**src/rtl/piso_pkg.sv**
```systemverilog
// Shared types and helpers for the parallel-in/serial-out serializer.
package piso_pkg;

  // Width of the state encoding; fits IDLE, SHIFT and PARITY.
  localparam int STATE_W = 2;

  typedef enum logic [STATE_W-1:0] {
    IDLE   = 2'd0,
    SHIFT  = 2'd1,
    PARITY = 2'd2
  } state_t;

  // Bit-counter width for a DATA_W-bit word.
  function automatic int cnt_w(input int data_w);
    return $clog2(data_w);
  endfunction

endpackage

```
**src/rtl/piso_serializer.sv**
```systemverilog
// Parametrised parallel-in/serial-out serializer with per-frame bit order,
// externally strobed bit rate and back-to-back frame support.
// Optional parity bit appended after the data when PISO_PARITY_EN is defined.
import piso_pkg::*;

module piso_serializer #(
  parameter int   DATA_W     = 8,
  parameter logic IDLE_LEVEL = 1'b0,
  parameter int   PARITY_ODD = 0
) (
  input  logic              clk,
  input  logic              rst,
  input  logic              s_valid,
  output logic              s_ready,
  input  logic [DATA_W-1:0] s_data,
  input  logic              s_msb_first,
  input  logic              shift_en,
  output logic              ser_out,
  output logic              ser_valid,
  output logic              busy,
  output logic              done
);

  localparam int CNT_W = cnt_w(DATA_W);
  localparam logic [CNT_W-1:0] LAST_CNT = CNT_W'(DATA_W - 1);

  // Reject illegal parameterisations at elaboration time.
  if (DATA_W < 2 || PARITY_ODD < 0 || PARITY_ODD > 1) begin : g_bad_param
    $error("piso_serializer: illegal DATA_W or PARITY_ODD");
  end

  state_t            state_reg, state_next;
  logic [DATA_W-1:0] shr_reg, shr_next;     // remaining bits, next one at the edge
  logic [CNT_W-1:0]  cnt_reg, cnt_next;
  logic              msb_reg, msb_next;
  logic              ser_out_reg, ser_out_next;
  logic              ser_valid_reg, ser_valid_next;
  logic              done_reg, done_next;
`ifdef PISO_PARITY_EN
  logic              par_reg, par_next;     // parity of the latched word
`endif

  logic last;
  logic accept;

  assign last      = (cnt_reg == LAST_CNT);
  assign accept    = s_valid && s_ready;
  assign ser_out   = ser_out_reg;
  assign ser_valid = ser_valid_reg;
  assign done      = done_reg;
  assign busy      = (state_reg != IDLE);

  // Ready: always in IDLE, otherwise only on the strobe that ends the frame.
  always_comb begin
    s_ready = 1'b0;
    case (state_reg)
      IDLE:   s_ready = 1'b1;
`ifdef PISO_PARITY_EN
      SHIFT:  s_ready = 1'b0;
      PARITY: s_ready = shift_en;
`else
      SHIFT:  s_ready = last && shift_en;
`endif
      default: s_ready = 1'b0;
    endcase
  end

  // Next-state, shifter and output logic; a new word load overrides frame end.
  always_comb begin
    state_next     = state_reg;
    shr_next       = shr_reg;
    cnt_next       = cnt_reg;
    msb_next       = msb_reg;
    ser_out_next   = ser_out_reg;
    ser_valid_next = ser_valid_reg;
    done_next      = 1'b0;
`ifdef PISO_PARITY_EN
    par_next       = par_reg;
`endif

    case (state_reg)
      IDLE: begin
        ser_out_next   = IDLE_LEVEL;
        ser_valid_next = 1'b0;
      end
      SHIFT: begin
        if (shift_en) begin
          if (!last) begin
            ser_out_next = msb_reg ? shr_reg[DATA_W-1] : shr_reg[0];
            shr_next     = msb_reg ? (shr_reg << 1) : (shr_reg >> 1);
            cnt_next     = cnt_reg + 1'b1;
          end else begin
`ifdef PISO_PARITY_EN
            state_next   = PARITY;
            ser_out_next = par_reg ^ (PARITY_ODD != 0);
`else
            state_next     = IDLE;
            done_next      = 1'b1;
            ser_out_next   = IDLE_LEVEL;
            ser_valid_next = 1'b0;
`endif
          end
        end
      end
`ifdef PISO_PARITY_EN
      PARITY: begin
        if (shift_en) begin
          state_next     = IDLE;
          done_next      = 1'b1;
          ser_out_next   = IDLE_LEVEL;
          ser_valid_next = 1'b0;
        end
      end
`endif
      default: begin
        state_next     = IDLE;
        ser_out_next   = IDLE_LEVEL;
        ser_valid_next = 1'b0;
      end
    endcase

    if (accept) begin
      state_next     = SHIFT;
      msb_next       = s_msb_first;
      ser_out_next   = s_msb_first ? s_data[DATA_W-1] : s_data[0];
      shr_next       = s_msb_first ? (s_data << 1) : (s_data >> 1);
      cnt_next       = '0;
      ser_valid_next = 1'b1;
`ifdef PISO_PARITY_EN
      par_next       = ^s_data;
`endif
    end
  end

  // State and datapath registers with synchronous reset.
  always_ff @(posedge clk) begin
    if (rst) begin
      state_reg     <= IDLE;
      shr_reg       <= '0;
      cnt_reg       <= '0;
      msb_reg       <= 1'b0;
      ser_out_reg   <= IDLE_LEVEL;
      ser_valid_reg <= 1'b0;
      done_reg      <= 1'b0;
`ifdef PISO_PARITY_EN
      par_reg       <= 1'b0;
`endif
    end else begin
      state_reg     <= state_next;
      shr_reg       <= shr_next;
      cnt_reg       <= cnt_next;
      msb_reg       <= msb_next;
      ser_out_reg   <= ser_out_next;
      ser_valid_reg <= ser_valid_next;
      done_reg      <= done_next;
`ifdef PISO_PARITY_EN
      par_reg       <= par_next;
`endif
    end
  end

endmodule
```
**config.mk**
```make
export PLATFORM = sky130hd
export DESIGN_NAME = piso_serializer
export DESIGN_NICKNAME = d
export VERILOG_FILES = /design/src/rtl/piso_pkg.sv /design/src/rtl/piso_serializer.sv
export SDC_FILE = /design/constraint.sdc
export NUM_CORES = 1
export LEC_CHECK = 0
export ABC_CLOCK_PERIOD_IN_PS = 3700
export BUFFER_PORTS_ARGS = -buffer_cell sky130_fd_sc_hd__buf_2
export CAP_MARGIN = 20
export CORE_UTILIZATION = 45
export CTS_BUF_LIST = sky130_fd_sc_hd__clkbuf_2
export CTS_CLUSTER_DIAMETER = 40
export DETAILED_ROUTE_END_ITERATION = 10
export PLACE_DENSITY = 0.66
export SETUP_SLACK_MARGIN = 0.15
export SLEW_MARGIN = 20
export SYNTH_ARGS = -nofsm -noshare
export SYNTH_HDL_FRONTEND = slang
export SYNTH_SLANG_ARGS = --single-unit
```
**constraint.sdc**
```tcl
create_clock -name clk -period 3.7 [get_ports clk]
set_input_delay 0.37 -clock clk [delete_from_list [all_inputs] [get_ports clk]]
set_output_delay 0.37 -clock clk [all_outputs]
set_load 0.005 [all_outputs]
```
Word level (Yosys, flattened, before mapping)
Cells that the tools add are included.

cells by class
  multiplexer cells = 22
  $add $sub $neg = 1
  reductions and logical operators = 13
  bitwise logic cells = 4
  eq/ne operators = 8

operator list
  kind                 count
  $mux 8               6
  $mux 1               12
  $reduce_and 3->1     4
  $ne 2x2->1 const B   3
  $ne 3x3->1 const B   2
  $reduce_bool 2->1    3
  $mux 2               2
  $not 1->1            4
  $pmux 2 s2           1
  $add 3x1->3 const B  1
  $eq 3x3->1 const B   1
  $reduce_or 3->1      1
  $eq 2x1->1 const B   1
  $logic_and 1x1->1    2
  $logic_not 2->1      1
  $ne 2x1->1 const B   1
  $pmux 1 s2           1
  $reduce_and 2->1     1
  $reduce_or 2->1      1

word-level totals
  output and inout port bits = 5
  logic and storage cells = 56
  bits in registers = 17

Logic depth before layout (Yosys ltp)
  depth in word-level cells = 6
  gate-level depth with buffers = 7
  mapped depth without buffers = 6

Least setup slack after synthesis
No wires, ideal clock.

  path type = flip-flop to flip-flop
  from = register cnt_reg[0]
  to = register shr_reg[1]
  setup slack = 2.177 ns
  clock period less this slack = 1.523 ns
  library setup time = 0.140 ns
  stages on the path, launching flop included = 8
  arrival time = 1.383 ns
  required time = 3.560 ns
  cell sequence = dfxtp_1 > ha_1 > ha_1 > a21boi_4 > nor2b_2 > buf_6 > a211oi_2 > a211oi_2

on the way
  cells in the longest elaborated chain, start to end = 6
  elaborated cells on any way between the ends = 9
  those cells by class = eq/ne: 2; mux: 2; reduce/logical: 5

ends and longest elaborated chain
  what                                                       RTL line                source
  start, declared                                            piso_serializer.sv:34   logic [CNT_W-1:0] cnt_reg, cnt_next;
  start signal, assigned                                     piso_serializer.sv:151  cnt_reg <= cnt_next;
  $eq 3x3->1 (*)                                             piso_serializer.sv:46   assign last = (cnt_reg == LAST_CNT);
  named net last                                             piso_serializer.sv:43   logic last;
  $logic_and 1x1->1                                          piso_serializer.sv:62   SHIFT: s_ready = last && shift_en;
  $pmux 1 s2                                                 piso_serializer.sv:56   case (state_reg)
  $logic_and 1x1->1                                          piso_serializer.sv:47   assign accept = s_valid && s_ready;
  $ne 2x1->1 (no line) or $reduce_bool 2->1 (tied branches)  n/a
  $reduce_and 3->1 (no line)                                 n/a
  end signal, assigned                                       piso_serializer.sv:150  shr_reg <= shr_next;
  end, declared                                              piso_serializer.sv:33   logic [DATA_W-1:0] shr_reg, shr_next;

Mark *: on every way through the listed nets, which the timed path passes. The rest lies on a longest branch.
A chain may end at the register's enable or synchronous reset.

Worst setup path in the final report
  from = register cnt_reg[0]
  to = output port s_ready

on the way
  cells in the longest elaborated chain, start to end = 3

ends and longest elaborated chain
  what               RTL line               source
  $eq 3x3->1         piso_serializer.sv:46
  named net last     piso_serializer.sv:43
  $logic_and 1x1->1  piso_serializer.sv:62
  $pmux 1 s2         piso_serializer.sv:56
  end, declared      piso_serializer.sv:14  output logic s_ready,

The timed path passes the listed nets, and every way through them passes these cells.

==> metrics.md <==
| Metric | Value |
|---|---|
| Hold Crit Class | in2reg |
| Detail Placement HPWL | 1.22 mm |
| GRT Util Overall | 15.7% |
| Antenna-violating nets left | 0 |
| CTS tree | done |
| Hold Worst Slack | between 300 and 400 ps |
| Synth Area in Compound Gates | roughly a quarter |
| P&R area growth vs syn | 9.99% |
| Slowest cell on crit path | dfxtp_1 |
| Avg Inst Size Synth | 10.7 sq um |
| FMAX | roughly 530 MHz |
| Vias per Instance | around 5.3 |
| Non-filler cells, final | 130 |
| Clk_lat worst skew | approximately 300 ps |
| H-tree depth | 1 |
| Std cell rows | 16 |
| Pin count of the biggest net entering global routing | 21 |
| IO Count | 18 |
| Wire per inst | between 10 and 15 um |
| Final min period | roughly 1900 ps |
| Worst-path cell chain | ha_1 > ha_1 > a21boi_4 > inv_1 > buf_2 |
| Die Ht | roughly 48 um |
| PortBufs | 17 |
| Synth warn | 0 |
| Layout cell share with drive strength beyond 1 | about 37% |
| CTS Buf Count | 3 |
| Main combinational cell family by area after synthesis | compound AO/OA/AOI/OAI gates |
| Clock buffer depth | 2 |
| Initial Util | about half |
| Global-route wire length before repair | between 2 and 2.5 mm |
| CTS Root Cell | clkbuf_2 |
| Max_slew headroom | 57.4% |
| Max reg flops | 8 |
| Final setup vio count | 0 |
| Cells after Synth | 89 |
| Tightest Pin Transition | roughly 640 ps |
| Routed Wire Length | around 1.7 mm |
| Pleak | between 0.4 and 0.5 nW |
| CP max FO | 5 |
| Initial antenna violation count | 0 |
| Period utilisation layout | around 50% |
| GR Overflow Total | 0 |
| Post-Synth Adder-Cell Area | approximately 2.6% |
| Top cell type by total area after synthesis | dfxtp_1 |
| Final GP Congestion | just over 0.8 |
| FF+latch count, synth | 16 |
| Vias | between 600 and 700 |
| Status | complete, no violations |
| CP Class | reg2out |
| Synth Area in XOR/XNOR | 0.920% |
| Vias in the first global route | around 600 |
| Clock Skew | between 10 and 15 ps |
| Buffers inserted by post-CTS timing repair | 0 |
| Setup TNS | 0 ps |
| Distinct cells, synth | 27 |
| VDD IR-drop max | roughly 0.27 mV |
| Synth area leaders | dfxtp_1 34%, mux2i_1 17%, a211oi_2 16%, nor2_1 4.3%, a2111oi_4 2.9% |
| Starting DRC count in detailed routing | 8 |
| Unrepaired setup endpoints after global routing | no |
| Total clock sinks | 16 |
| Netlist Area Pre-Place | approximately 950 sq um |
| DRT Pass-1 Iters | 4 |
| Die area | about 0.0023 sq mm |
| Layout Nets | 120 |
| CP most frequent cell | ha_1 |
| Post-Synth Simple-Gate Area | ~15% |
| Crit end category | primary output |
| Max Slew Vio Count | 0 |
| WP data arrival | ~1500 ps |
| Diode count | 0 |
| P per Cell Area | 329 mW/mm^2 |
| Remaining DRCs | 0 |
| DP Cell Count | around 130 |
| CP startpoint kind | register |
| Worst-path clk slew | around 150 ps |
| Total of max-cap violations | 0 |
| Max incr delay on CP | 350 ps |
| CTS Hold Bufs | 0 |
| Sequential share of the synthesized area | between 30% and 40% |
| Syn nets | around 100 |
| Post-synthesis mux area share | between 10% and 20% |
| Hold Vio Cnt, Final | 0 |
| CORE AREA | 0.00198 sq mm |
| # resized after CTS | 0 |
| Req. time, crit path | ~3300 ps |
| Synth top area share | around a third |
| Die span in x | 48 um |
placed cells by master, fill, tap and decap left out:
cell / n
nand3b_4: 1
clkbuf_2: 3
xor2_1: 1
a21oi_1: 3
a21boi_4: 1
inv_1: 2
nand2_1: 2
a211oi_2: 12
a22oi_1: 1
nor2b_4: 1
a2111oi_4: 1
nor2b_1: 2
nor3b_2: 1
o21ai_1: 1
ha_1: 2
mux2_2: 1
mux2i_1: 16
a31oi_1: 1
and4b_1: 1
nor3_1: 4
dfxtp_1: 16
buf_2: 17
nor2_1: 11
or2b_1: 1
o21ai_0: 1
cells by family (layout without fill, tap and decap cells):
kind of cell,Yosys count,count (layout)
muxes,17,17
buffers and inverters,8,22
DFF,16,16
and+or+nand+nor,24,24
adders and majority gates,2,2
xor gates and xnor gates,1,1
AOI/OAI and AO/OA,21,21
critical path: cells and delay by family, from the launching register on:
family	cells	cell delay (ps)
AO/OA/AOI/OAI	1	230
flip-flops	1	350
buffers and inverters	2	170
adder cells (fa/ha/maj)	2	440
per-stage QoR:
step | setup WS (ps) | utilization, % | power, mW | instance area (sq um)
2_1_floorplan | 2180 | - | 0.255 | 952
3_3_place_gp | 1590 | 51.8 | 0.272 | 1030
3_5_place_dp | 1520 | 51.8 | 0.273 | 1030
4_1_cts | 1500 | 52.6 | 0.349 | 1040
5_1_grt | 1750 | 52.8 | 0.364 | 1050
6_report | 1830 | 52.8 | 0.345 | 1050
report_power, final:
group	internal (mW)	total (mW)	leakage [nW]	switching [mW]
clock network	0.0221	0.0765	0.0125	0.0544
registers	0.183	0.195	0.132	0.0117
logic	0.0363	0.0738	0.293	0.0375
area by class of cell:
| class | instances | area (sq um) |
|---|---|---|
| clock buffers | 3 | 15.0 |
| fillers | 191 | 935 |
| inverters | 2 | 7.51 |
| multi-input cells | 65 | 586 |
| flip-flops and latches | 16 | 320 |
| well taps | 27 | 33.8 |
| repair buffers | 17 | 85.1 |
synth_stat cells (all sizes together):
cell / count
dfxtp: 16
mux2i: 16
a211oi: 12
nor2: 11
buf: 5
nor3: 4
a21oi: 3
nor2b: 3
ha: 2
inv: 2
nand2: 2
o21ai: 2
a2111oi: 1
a21boi: 1
a22oi: 1
a31oi: 1
and4b: 1
clkbuf: 1
mux2: 1
nand3b: 1
nor3b: 1
or2b: 1
xor2: 1
path summary, 6_finish.rpt:
kind         startpoint      endpoint  slack, ps  cells past startpoint
max          cnt_reg[0]       s_ready       1830                      5
min             s_valid  state_reg[0]        320                      3
max reg2reg  cnt_reg[0]       msb_reg       1840                      6
min reg2reg  shr_reg[0]    shr_reg[0]        490                      2
layer usage:
layer | up-vias | track usage, % | wire length (um)
met5 | - | 0 | 0
met4 | 0 | 8.33 | 25
met3 | 4 | 2.26 | 70
met2 | 18 | 24.1 | 760
met1 | 307 | 21.3 | 827
li1 | 355 | - | -
No activity file was read; power rests on OpenSTA's default activity.
